### src/rtl/nn_pkg.sv
// Shared constants and types for the fully-connected classifier stage.
package nn_pkg;

   localparam int NoOfKernels = 2;
   localparam int NoOfShapes  = 4;
   localparam int ACC_W       = 17 + $clog2(NoOfKernels * 4);
   localparam int DOT_W       = 19;

   typedef enum logic [1:0] {
      IDLE,
      RUN,
      DRAIN,
      DONE
   } fc_state_t;

   typedef logic [3:0][7:0] pooled_t;

endpackage

### src/rtl/fc_dot4.sv
// Combinational 4-way dot product: unsigned 8-bit pixels times packed signed 8-bit weights.
module fc_dot4
   import nn_pkg::*;
(
   input  logic [3:0][7:0]           pixels,
   input  logic [31:0]               weights,
   output logic signed [DOT_W-1:0]   sum
);

   logic signed [16:0] prod [4];

   generate
      for (genvar gi = 0; gi < 4; gi++) begin : g_prod
         logic signed [16:0] px_ext;
         logic signed [16:0] w_ext;
         // Pixel is unsigned, so it is zero-extended before the signed multiply.
         assign px_ext   = {9'b0, pixels[gi]};
         assign w_ext    = {{9{weights[8*gi+7]}}, weights[8*gi +: 8]};
         assign prod[gi] = px_ext * w_ext;
      end
   endgenerate

   always_comb begin
      sum = '0;
      for (int j = 0; j < 4; j++) begin
         sum = sum + {{(DOT_W-17){prod[j][16]}}, prod[j]};
      end
   end

endmodule

### src/rtl/fc_classifier.sv
// Fully-connected output stage: streams weights from RAM, scores every shape and reports the best.
module fc_classifier #(
   parameter int NK    = nn_pkg::NoOfKernels,
   parameter int NS    = nn_pkg::NoOfShapes,
   parameter int AW    = 5,
   parameter int ACC_W = nn_pkg::ACC_W
) (
   input  logic                  clk,
   input  logic                  rst,
   input  logic                  start,
   input  logic [NK-1:0][3:0][7:0] pooled_pixels,
   output logic                  w_rd_en,
   output logic [AW-1:0]         w_addr,
   input  logic [31:0]           w_data,
   output logic                  busy,
   output logic [7:0]            result,
   output logic [ACC_W-1:0]      score,
   output logic                  result_valid
);

   import nn_pkg::*;

   localparam int KW        = (NK > 1) ? $clog2(NK) : 1;
   localparam int SW        = (NS > 1) ? $clog2(NS) : 1;
   localparam int LAST_ADDR = NS * NK - 1;

   fc_state_t state_reg, state_next;

   logic [AW-1:0] addr_reg;
   logic [KW-1:0] kern_reg;
   logic [SW-1:0] shape_reg;

   logic          tag_valid_reg;
   logic          tag_last_reg;
   logic [KW-1:0] tag_kern_reg;
   logic [SW-1:0] tag_shape_reg;

   pooled_t pix_reg [NK];
   pooled_t cur_pix;

   logic signed [DOT_W-1:0] dot;
   logic signed [ACC_W-1:0] cand;
   logic signed [ACC_W-1:0] acc_reg, acc_next;
   logic signed [ACC_W-1:0] best_reg, best_next;
   logic [SW-1:0]           best_idx_reg, best_idx_next;

   logic [7:0]       result_reg;
   logic [ACC_W-1:0] score_reg;

   logic start_run;
   logic last_issue;

   assign start_run  = (state_reg == IDLE) && start;
   assign last_issue = (addr_reg == AW'(LAST_ADDR));

   always_ff @(posedge clk) begin
      if (rst) begin
         state_reg <= IDLE;
      end else begin
         state_reg <= state_next;
      end
   end

   always_comb begin
      state_next   = state_reg;
      w_rd_en      = 1'b0;
      busy         = 1'b0;
      result_valid = 1'b0;
      case (state_reg)
         IDLE: begin
            if (start) state_next = RUN;
         end
         RUN: begin
            w_rd_en = 1'b1;
            busy    = 1'b1;
            if (last_issue) state_next = DRAIN;
         end
         DRAIN: begin
            busy       = 1'b1;
            state_next = DONE;
         end
         DONE: begin
            busy         = 1'b1;
            result_valid = 1'b1;
            state_next   = IDLE;
         end
         default: state_next = IDLE;
      endcase
   end

   // Issue side: word address plus the shape/kernel it decodes to.
   always_ff @(posedge clk) begin
      if (rst || start_run) begin
         addr_reg  <= '0;
         kern_reg  <= '0;
         shape_reg <= '0;
      end else if ((state_reg == RUN) && !last_issue) begin
         addr_reg <= addr_reg + AW'(1);
         if (kern_reg == KW'(NK - 1)) begin
            kern_reg  <= '0;
            shape_reg <= shape_reg + SW'(1);
         end else begin
            kern_reg <= kern_reg + KW'(1);
         end
      end
   end

   // The tag lines up with w_data, which returns one cycle after the read.
   always_ff @(posedge clk) begin
      if (rst) begin
         tag_valid_reg <= 1'b0;
         tag_last_reg  <= 1'b0;
         tag_kern_reg  <= '0;
         tag_shape_reg <= '0;
      end else begin
         tag_valid_reg <= w_rd_en;
         tag_last_reg  <= (kern_reg == KW'(NK - 1));
         tag_kern_reg  <= kern_reg;
         tag_shape_reg <= shape_reg;
      end
   end

   always_ff @(posedge clk) begin
      if (rst) begin
         for (int k = 0; k < NK; k++) pix_reg[k] <= '0;
      end else if (start_run) begin
         for (int k = 0; k < NK; k++) pix_reg[k] <= pooled_pixels[k];
      end
   end

   assign cur_pix = pix_reg[tag_kern_reg];

   fc_dot4 u_dot4 (
      .pixels  (cur_pix),
      .weights (w_data),
      .sum     (dot)
   );

   assign cand = acc_reg + {{(ACC_W-DOT_W){dot[DOT_W-1]}}, dot};

   // Strict compare keeps the lower shape index on ties; shape 0 always seeds best.
   always_comb begin
      acc_next      = acc_reg;
      best_next     = best_reg;
      best_idx_next = best_idx_reg;
      if (tag_valid_reg) begin
         if (tag_last_reg) begin
            acc_next = '0;
            if ((tag_shape_reg == '0) || (cand > best_reg)) begin
               best_next     = cand;
               best_idx_next = tag_shape_reg;
            end
         end else begin
            acc_next = cand;
         end
      end
   end

   always_ff @(posedge clk) begin
      if (rst || start_run) begin
         acc_reg      <= '0;
         best_reg     <= '0;
         best_idx_reg <= '0;
      end else begin
         acc_reg      <= acc_next;
         best_reg     <= best_next;
         best_idx_reg <= best_idx_next;
      end
   end

   // The final word is consumed during DRAIN, so the winner is captured on that edge.
   always_ff @(posedge clk) begin
      if (rst) begin
         result_reg <= '0;
         score_reg  <= '0;
      end else if (state_reg == DRAIN) begin
         result_reg <= 8'(best_idx_next);
         score_reg  <= best_next;
      end
   end

   assign w_addr = addr_reg;
   assign result = result_reg;
   assign score  = score_reg;

endmodule
### config.mk
export PLATFORM = sky130hd
export DESIGN_NAME = fc_classifier
export DESIGN_NICKNAME = d
export VERILOG_FILES = /design/src/rtl/nn_pkg.sv /design/src/rtl/fc_dot4.sv /design/src/rtl/fc_classifier.sv
export SDC_FILE = /design/constraint.sdc
export NUM_CORES = 1
export LEC_CHECK = 0
export CAP_MARGIN = 20
export CORE_ASPECT_RATIO = 2
export CORE_MARGIN = 2
export CORE_UTILIZATION = 55
export CTS_CLUSTER_DIAMETER = 120
export CTS_CLUSTER_SIZE = 16
export DETAILED_ROUTE_END_ITERATION = 8
export PLACE_DENSITY = 0.78
export SLEW_MARGIN = 20
export SYNTH_ARGS = -nofsm -noshare
export SYNTH_HDL_FRONTEND = slang
export SYNTH_SLANG_ARGS = --single-unit
### constraint.sdc
create_clock -name clk -period 26 [get_ports clk]
set_input_delay 2.6 -clock clk [delete_from_list [all_inputs] [get_ports clk]]
set_output_delay 2.6 -clock clk [all_outputs]
set_load 0.02 [all_outputs]
# [After elaboration in Yosys (flattened, before gate mapping)]
# Memories as Yosys holds them, arrays and structs flattened. A register that Yosys moved wholly into a read port is not among the register bits.
# Cells that the tools add are included.
[word_totals] regBits=78 ram_bits=64 inputBits=99 out_inout_bits=36 word_cells=65 n_memories=1
[mem_list] memory="pix_reg" words=2 width=32 rd=1 rd_ports_with_merged_regs=1 wr=2 line_no="fc_classifier.sv:38" source="pooled_t pix_reg [NK];"
[classes] addsub=7 multipliers=4 magnitude_cmp=1 eq_ne=6 muxes=22 bitwise=2 reduce_logical=10
[op_table] op="2-to-1 mux 20 bit" count=4
[op_table] op="multiplier 9 x 8 -> 17 bit" count=4
[op_table] op="2-to-1 mux 32 bit" count=2
[op_table] op="adder 19 bit" count=2
[op_table] op="adder 20 bit" count=1
[op_table] op="greater-than comparator 20 bit" count=1
[op_table] op="adder 17 x 17 -> 18 bit" count=1
[op_table] op="2-to-1 mux 1 bit" count=10
[op_table] op="2-to-1 mux 2 bit" count=5
[op_table] op="case mux 2 bit (4 select lines)" count=1
[op_table] op="adder 5 x 1 -> 5 bit (second input constant)" count=1
[op_table] op="== test 5 x 3 -> 1 bit (second input constant)" count=1
[op_table] op="== test 2 bit (second input constant)" count=2
[op_table] op="logical NOT 2 bit" count=2
[op_table] op="!= test 2 bit (second input constant)" count=2
[op_table] op="AND reduction 2 bit" count=2
[op_table] op="OR reduction 3 bit" count=1
[op_table] op="adder 2 x 1 -> 2 bit (second input constant)" count=1
[op_table] op="== test 2 x 1 -> 1 bit (second input constant)" count=1
[op_table] op="logical AND 1 bit" count=2
[op_table] op="logical OR 1 bit" count=2
[op_table] op="bitwise OR 1 bit" count=2
[op_table] op="adder 1 bit (second input constant)" count=1
[op_table] op="logical NOT 1 bit" count=1

# [Longest topological paths before layout]
# Gate-level depths: netlist of the first run.
[depth] depth_word=10 ltp_mapped=51 ltp_nobuf=48

# [By module]
# From an unflattened synthesis of the first run, not the netlist that was laid out.
[unflattened] cells_unflattened=1816 hier_area_um2=17267.8
[by_module_without_submodules] mod="fc_dot4" instances=1 cells_each=1113 area_per_inst_um2=9938.3
[by_module_without_submodules] mod="fc_classifier" instances=1 cells_each=703 area_per_inst_um2=7329.5

# [Worst setup path after synthesis of the first run]
# No wires, ideal clock.
[synth_path] path_type="input -> register" start="in w_data[1]" end="reg score_reg[7], in the netlist score[7]" setup_time_ns=0.128 t_arrival_ns=11.995 slack_ns=13.878 stages=44 cell_sequence="nand2b_1 fa_1 inv_1 ha_1 fa_1 fa_1 fa_1 inv_1 fa_1 inv_1 ha_1 and2_1 a311o_1 or3_1 a31oi_1 xor2_1 fa_1 inv_1 (+8 left out) ha_1 clkbuf_1 a2111oi_0 o31ai_1 a31oi_1 a21oi_2 xnor2_1 xor2_1 inv_1 ha_1 nand3_1 nor3_1 o31ai_1 a21oi_2 buf_4 mux2i_1 o21ai_1 nor2b_1"
[synth_via] elab_chain_cells=10
[synth_rtl] item="start: declaration" line_no="fc_classifier.sv:14" source="input logic [31:0] w_data,"
[synth_rtl] item="multiplier 9 x 8 -> 17 bit *" line_no="fc_dot4.sv:19" source="assign prod[gi] = px_ext * w_ext;"
[synth_rtl] item="adder 17 x 17 -> 18 bit *" line_no="fc_dot4.sv:26" source="sum = sum + {{(DOT_W-17){prod[j][16]}}, prod[j]};"
[synth_rtl] item="adder 19 bit * (2 in series)" line_no="fc_dot4.sv:26"
[synth_rtl] item="adder 20 bit *" line_no="fc_classifier.sv:139" source="assign cand = acc_reg + {{(ACC_W-DOT_W){dot[DOT_W-1]}}, dot};"
[synth_rtl] item="greater-than comparator 20 bit" line_no="fc_classifier.sv:149" source="if ((tag_shape_reg == '0) || (cand > best_reg)) begin"
[synth_rtl] item="logical OR 1 bit" line_no="fc_classifier.sv:149"
[synth_rtl] item="2-to-1 mux 20 bit *" line_no="fc_classifier.sv:149"
[synth_rtl] item="2-to-1 mux 20 bit *" line_no="fc_classifier.sv:147" source="if (tag_last_reg) begin"
[synth_rtl] item="2-to-1 mux 20 bit *" line_no="fc_classifier.sv:146" source="if (tag_valid_reg) begin"
[synth_rtl] item="end signal: assignment" line_no="fc_classifier.sv:178" source="score_reg <= best_next;"
[synth_rtl] item="end: declaration" line_no="fc_classifier.sv:48" source="logic [ACC_W-1:0] score_reg;"
# Mark *: on every way between the ends. The rest lies on a longest branch, timed or not.
# A chain may end at the register's enable or synchronous reset.

# [Worst setup path after layout of the first run]
[layout_path] start="in w_data[1]" end="reg score_reg[1], in the netlist score[1]"
# The elaborated chain is that of the path after synthesis.

==> results.yml, run 1 <==
run_status:
  run_status: "complete, no violations"
floorplan:
  fp-row-count: 91
  die_x_um: 129
  core_area_mm2: 0.0309
  fp.dieH_um: 254
  die-area_mm2: 0.0328
  initial_core_util: 0.558
  io_pins: 135
placed_design:
  gp_congestion: 0.914
  place_ws_ns: 11.83
  place.detailed.hpwl_um: 34300
  placement.io_buffers: 128
cts:
  cts_setup_buffers: 0
  clk_latency_ns: 0.44
  cts.reportedPaths.clkPinSlew_ns: 0.06
  cts_tree: "done"
  clock-sinks: 142
  cts_root_buffer: "clkbuf_16"
  cts_buffers: 17
  post_cts_resized: 0
  h-tree-depth: 4
  clockBufferDepth: 2
  ctsHoldBuffers: 0
setup_path:
  cp_data_required_time_ns: 26.31
  slowest_stage: "a2111oi_0"
  startpoint_type: "primary input"
  crit_path_end_kind: "flop"
  worstSetupPathType: "in -> reg"
  path_common_cell: "fa_1"
  cp_max_fo: 22
  arrival_ns: 14.19
  slowest_delay_ns: 0.77
sta:
  fin_tns_setup_ns: 0
  worst_slack_ns: 12.11
  fin_crit_ns: 13.89
  tightest_slew_ns: 1.12
  finalSetupViolations: 0
  fmax_ghz: 0.0720
  rsz0062_at_grt: "no"
  timing_hold_violations_final: 0
  slew_headroom: 0.232
  drv_slew: 0
  min_period_over_period: 0.534
  fin_worst_skew_ns: 0.0158
routing:
  first_pass_iters: 7
  wire_per_inst_um: 17.4
  highest_layer: "met4"
  viasPerCell: 5.43
  wl_met3_um: 1120
  drt-total-wl_um: 41700
  wl_met2_um: 24100
  drc: 0
  initialDrtViolationCount: 477
  m1WireLength_um: 13800
  routed-via-count: 13000
  ant_nets: 0
logic_synthesis:
  syn_area_mm2: 0.0172
  netlist-cell-type-count: 71
  syn_area_per_cell_um2: 9.35
  synth_seq_cells: 142
  synth_edf_count: 64
  synth-main-ff-cell: "dfxtp_1"
  syn_inst: 1841
  yosysWarningCount: 0
  ys_async_sr_fraction: 0
  ys_seq_area_frac: 0.202
grt:
  grt_usage: 0.273
  grt_max_degree: 65
  grt_antenna_before_repair: 2
  gr-total-overflow: 0
  grt_pass1_wl_um: 69700
  first_global_vias: 14600
finish:
  finalNetCount: 2474
  seq_area_mm2: 0.00348
  drive_gt1_frac: 0.0542
  final_util: 0.634
  multi_input_area_mm2: 0.0124
  largest_reg_flops: 64
  area_growth_pct: 13.6
  nFillCells: 2525
min_path:
  hp-class: "reg -> reg"
flow_run:
  cap_violations: 0
## through the flow
step	instances	hold WS [ns]	cell area [um2]
global placement	2360	0.471	18900
detailed placement	2360	0.479	18900
global route	2395	0.507	19600
CTS	2392	0.491	19500
finish	2395	0.490	19600
floorplan	1846	0.455	17200
## layout make-up
cell class                      instances  share of cell area
Antenna cell                            2            0.000256
Clock buffer                           17              0.0218
Clock inverter                         15             0.00864
Inverter                              323              0.0621
Multi-Input combinational cell       1340               0.632
Sequential cell                       142               0.178
Tap cell                              418              0.0267
Timing Repair Buffer                  138              0.0704
## synthesized netlist by cell type (all sizes together) (5+ instances only)
library cell	n	area [um2]
inv	323	1210
ha	220	2750
fa	193	3860
and2	129	807
nor2	121	454
nor2b	109	689
nand2	107	402
a21oi	92	483
dfxtp	78	1560
edfxtp	64	1920
xor2	41	367
xnor2	34	298
clkbuf	29	109
nand2b	29	181
a211oi	26	233
a21o	25	188
o21ai	22	114
mux2i	21	210
nand3	19	95.1
nor3	19	106
mux2	18	203
or2	16	100
buf	12	76.3
o21bai	11	93.8
a31oi	9	71.3
nand4	9	56.3
o21a	7	52.6
o31ai	5	52.6
## layer usage
| metal | GRT usage | vias up |
|---|---|---|
| li1 | - | 6153 |
| met1 | 0.256 | 6370 |
| met2 | 0.535 | 328 |
| met3 | 0.0380 | 163 |
| met4 | 0.173 | 0 |
| met5 | 0 | - |
## worst paths after layout
kind	startpoint	to	slack, ns	depth (start not counted)
worst max register to register	tag_kern_reg	score[1]	13.12	44
worst max-delay path	w_data[1]	score[1]	12.11	43
worst min register to register	score[4]	score[4]	0.49	2
worst min-delay path	score[4]	score[4]	0.49	2
## placed cells by master (no fill, tap or decap), types with 29 or more instances in the layout
master,count
fa_1,193
xnor2_1,34
nor2b_1,108
clkdlybuf4s50_1,128
inv_1,322
nand2_1,107
and2_1,129
a21oi_1,86
dfxtp_1,77
xor2_1,40
nor2_1,121
ha_1,220
nand2b_1,29
edfxtp_1,64
## critical path, delay by kind of cell
| family | cells | cell delay (ns) |
|---|---|---|
| XOR/XNOR | 4 | 0.86 |
| multiplexers | 1 | 0.19 |
| AND/OR/NAND/NOR | 6 | 1.00 |
| adder cells (fa/ha/maj) | 11 | 4.71 |
| AO/OA/AOI/OAI | 14 | 3.66 |
| buffers and inverters | 7 | 1.16 |
## logic make-up after synthesis
kind of cell	after synthesis	synth area share
AOI/OAI and AO/OA	233	0.0940
xor gates and xnor gates	75	0.0386
adders and majority gates	413	0.384
buffers and inverters	364	0.0812
DFF	142	0.202
muxes	39	0.0240
other	1	0.000218
and+or+nand+nor	574	0.175
Power of run 1 is left out: the tool's default activity adds up to more than one toggle a clock period on the data nets, which glitch-free logic cannot reach.
==> run 2, diff against run 1 <==
--- a/config.mk
+++ b/config.mk
@@ -12,7 +12,7 @@
 export CTS_CLUSTER_DIAMETER = 120
 export CTS_CLUSTER_SIZE = 16
 export DETAILED_ROUTE_END_ITERATION = 8
-export PLACE_DENSITY = 0.78
+export PLACE_DENSITY = 0.81
 export SLEW_MARGIN = 20
 export SYNTH_ARGS = -nofsm -noshare
 export SYNTH_HDL_FRONTEND = slang
==> constraint.sdc (replaced) <==
create_clock -name clk -period 11.8 [get_ports clk]
set_input_delay 1.18 -clock clk [delete_from_list [all_inputs] [get_ports clk]]
set_output_delay 1.18 -clock clk [all_outputs]
set_load 0.02 [all_outputs]
==> results.yml, run 2 (synthesis results as in run 1) <==
setup_path:
  arrival_ns: 11.67
  crit_path_end_kind: "flop"
  cp_top_family: "adder cells"
  slowest_delay_ns: 0.65
  startpoint_type: "primary input"
  worstSetupPathType: "in -> reg"
  slowest_stage: "clkdlybuf4s50_1"
  cp_data_required_time_ns: 12.17
  cp_max_fo: 21
  critPathBufInv: 8
cts:
  cts_buffers: 17
  cts_root_buffer: "clkbuf_16"
  clockBufferDepth: 2
  cts.reportedPaths.clkPinSlew_ns: 0.06
  clk_latency_ns: 0.46
  clock-sinks: 142
  cts_tree: "done"
  ctsHoldBuffers: 0
  h-tree-depth: 4
sta:
  fin_tns_setup_ns: 0
  slew_headroom: 0.454
  holdWs_ns: 0.482
  worst_slack_ns: 0.497
  fin_crit_ns: 11.30
  fin_worst_skew_ns: 0.0175
  tightest_slew_ns: 0.796
  finalSetupViolations: 0
  fmax_ghz: 0.0885
  drv_slew: 0
  min_period_over_period: 0.958
  timing_hold_violations_final: 0
grt:
  grt_usage: 0.267
  grt_antenna_before_repair: 1
  busiest_layer: "met2"
  gr-total-overflow: 0
  use_met3: 0.0426
  use_met1: 0.245
  grt_max_degree: 66
  first_global_vias: 14500
  grt_pass1_wl_um: 68100
  met2_usage: 0.526
finish:
  largest_reg_flops: 64
  layout_common_cells: "322 x inv_1, 220 x ha_1, 193 x fa_1"
  area_growth_pct: 14.7
  layout_commonest_cell: "inv_1"
  drive_gt1_frac: 0.0662
  layout.cells.non_filler: 2413
  finalNetCount: 2493
floorplan:
  die_x_um: 129
  io_pins: 135
  initial_core_util: 0.558
  fp-row-count: 91
  die-area_mm2: 0.0328
  core_area_mm2: 0.0309
  fp.dieH_um: 254
placed_design:
  post-place-cells: 2378
  place_ws_ns: -0.427
  placement.io_buffers: 128
  gp_congestion: 0.904
  place.detailed.hpwl_um: 34200
routing:
  viasPerCell: 5.47
  drc: 0
  routed-via-count: 13200
  wire_per_inst_um: 17.3
  drt-total-wl_um: 41800
  first_pass_iters: 6
  initialDrtViolationCount: 481
  ant_nets: 0
flow_run:
  cap_violations: 0
min_path:
  hp-class: "reg -> reg"
run_status:
  run_status: "complete, no violations"
## run 2: worst paths after layout
path / slack (ns) / to / depth (start not counted) / from
worst max-delay path: 0.50 / score[19] / 45 / w_data[11]
worst min-delay path: 0.48 / tag_shape_reg[1] / 1 / shape_reg[1]
worst max register to register: 0.64 / score[19] / 47 / tag_kern_reg
worst min register to register: 0.48 / tag_shape_reg[1] / 1 / shape_reg[1]
## run 2: cell type report
type	instances	area (um2)
Inverter	323	1210
Clock buffer	17	425
Tap cell	418	523
Clock inverter	15	145
Timing Repair Buffer	157	1550
Fill cell	2525	11100
Multi-Input combinational cell	1340	12400
Antenna cell	1	2.50
Sequential cell	142	3490
## run 2: metal layers
layer,share of wire,vias to the layer above,routed length (um)
li1,-,6191,-
met4,0.069,0,2870
met2,0.57,365,23900
met5,0,-,0
met3,0.034,180,1410
met1,0.32,6470,13600
## run 2: through the flow
stage / utilization / instance area [um2]
after floorplan: - / 17200
after global placement: 0.618 / 19100
after detailed placement: 0.618 / 19100
after CTS: 0.637 / 19700
after global routing: 0.640 / 19700
final: 0.640 / 19700
## run 2: repair_timing
item | CTS | global route
gates resized for setup | 1 | 17
cloned | 0 | 1
pin swaps | 0 | 1
buffers inserted | 0 | 1
endpoints found under the setup margin | 2 | 44
Power of run 2 is left out for the same reason.
==> run 3, diff against run 2 <==
--- a/config.mk
+++ b/config.mk
@@ -5,14 +5,13 @@
 export SDC_FILE = /design/constraint.sdc
 export NUM_CORES = 1
 export LEC_CHECK = 0
-export CAP_MARGIN = 20
 export CORE_ASPECT_RATIO = 2
 export CORE_MARGIN = 2
-export CORE_UTILIZATION = 55
+export CORE_UTILIZATION = 40
 export CTS_CLUSTER_DIAMETER = 120
 export CTS_CLUSTER_SIZE = 16
 export DETAILED_ROUTE_END_ITERATION = 8
-export PLACE_DENSITY = 0.81
+export PLACE_DENSITY = 0.63
 export SLEW_MARGIN = 20
 export SYNTH_ARGS = -nofsm -noshare
 export SYNTH_HDL_FRONTEND = slang
==> results.yml, run 3 (synthesis results as in run 1) <==
run_status:
  run_status: "complete, no violations"
sta:
  min_period_over_period: 0.956
  tightest_slew_ns: 0.915
  drv_slew: 0
  timing_hold_violations_final: 0
  slew_headroom: 0.387
  fin_worst_skew_ns: 0.0148
  finalSetupViolations: 0
  rsz0062_at_grt: "no"
  fin_tns_setup_ns: 0
  fin_crit_ns: 11.28
  fmax_ghz: 0.0887
setup_path:
  cp_max_fo: 21
  startpoint_type: "primary input"
  cp_data_required_time_ns: 12.17
  path_common_cell: "fa_1"
  slowest_stage: "clkdlybuf4s50_1"
  worstSetupPathType: "in -> reg"
  arrival_ns: 11.64
  slowest_delay_ns: 0.56
  crit_path_end_kind: "flop"
grt:
  grt_pass1_wl_um: 72600
  first_global_vias: 14300
  grt_usage: 0.210
  grt_max_degree: 65
  gr-total-overflow: 0
  grt_antenna_before_repair: 1
cts:
  clock-sinks: 142
  cts_buffers: 17
  cts.reportedPaths.clkPinSlew_ns: 0.07
  cts_tree: "done"
  clk_latency_ns: 0.45
  cts_root_buffer: "clkbuf_16"
  clockBufferDepth: 2
  ctsHoldBuffers: 0
  h-tree-depth: 4
routing:
  routed-via-count: 13000
  wire_per_inst_um: 17.5
  viasPerCell: 5.11
  drt-total-wl_um: 44700
  drc: 0
  ant_nets: 0
  initialDrtViolationCount: 368
  first_pass_iters: 5
placed_design:
  gp_congestion: 0.887
  placement.io_buffers: 128
  place.detailed.hpwl_um: 36900
floorplan:
  initial_core_util: 0.404
  die_x_um: 151
  die-area_mm2: 0.0448
  fp.dieH_um: 297
  fp-row-count: 107
  core_area_mm2: 0.0426
  io_pins: 135
finish:
  layout_common_cells: "322 x inv_1, 220 x ha_1, 193 x fa_1"
  finalNetCount: 2499
  drive_gt1_frac: 0.0695
  area_growth_pct: 15.9
  nFillCells: 4140
  largest_reg_flops: 64
  layout_commonest_cell: "inv_1"
flow_run:
  cap_violations: 0
min_path:
  hp-class: "reg -> reg"
run 3: cell types whose count changed in the layout (fill, tap and decap cells not counted), moves of 2 or more:
| cell | before | now |
|---|---|---|
| inv_8 | 4 | 2 |
| clkinvlp_4 | 3 | 1 |
| buf_4 | 27 | 33 |
| clkinv_4 | 2 | 4 |
run 3: layer usage:
metal  global-route usage  wire [um]
met1                0.202      15200
met2                0.423      26400
met3               0.0235        950
met4               0.0999       2130
met5                    0          0
run 3: path summary, 6_finish.rpt:
kind | start | to | slack, ns | depth (start not counted)
setup / recovery | w_data[8] | score[19] | 0.52 | 39
hold / removal | shape_reg[1] | tag_shape_reg[1] | 0.48 | 1
setup reg to reg | tag_kern_reg | score[19] | 0.68 | 43
hold reg to reg | shape_reg[1] | tag_shape_reg[1] | 0.48 | 1
run 3: timing repair:
item	CTS	global route
hold endpoints to repair	0	0
endpoints found under the setup margin	0	44
resized for setup	0	19
setup buffers	0	2
run 3: final cells by class:
type | count | area [um2] | share of cell area
Clock inverter | 15 | 126 | 0.00634
Sequential cell | 142 | 3490 | 0.175
Clock buffer | 17 | 425 | 0.0213
Antenna cell | 1 | 2.50 | 0.000126
Tap cell | 545 | 682 | 0.0342
Multi-Input combinational cell | 1340 | 12400 | 0.622
Timing Repair Buffer | 163 | 1590 | 0.0799
Inverter | 323 | 1210 | 0.0609
run 3: critical path, delay by kind of cell:
kind            cells  cell delay (ns)
simple gates        8             1.63
buf+inv             7             1.02
xor+xnor            3             0.50
compound gates     10             2.72
fa+ha+maj          11             4.52
run 3: through the flow:
stage	hold WS (ns)	setup WS (ns)	std cells	utilization	cell area, um2
floorplan	0.455	0.885	1846	-	17200
global placement	0.466	-0.0782	2510	0.453	19300
detailed placement	0.473	-0.121	2510	0.453	19300
CTS	0.484	0.286	2542	0.466	19800
global route	0.501	0.00645	2546	0.468	19900
finish	0.481	0.523	2546	0.468	19900
Power of run 3 is left out for the same reason.
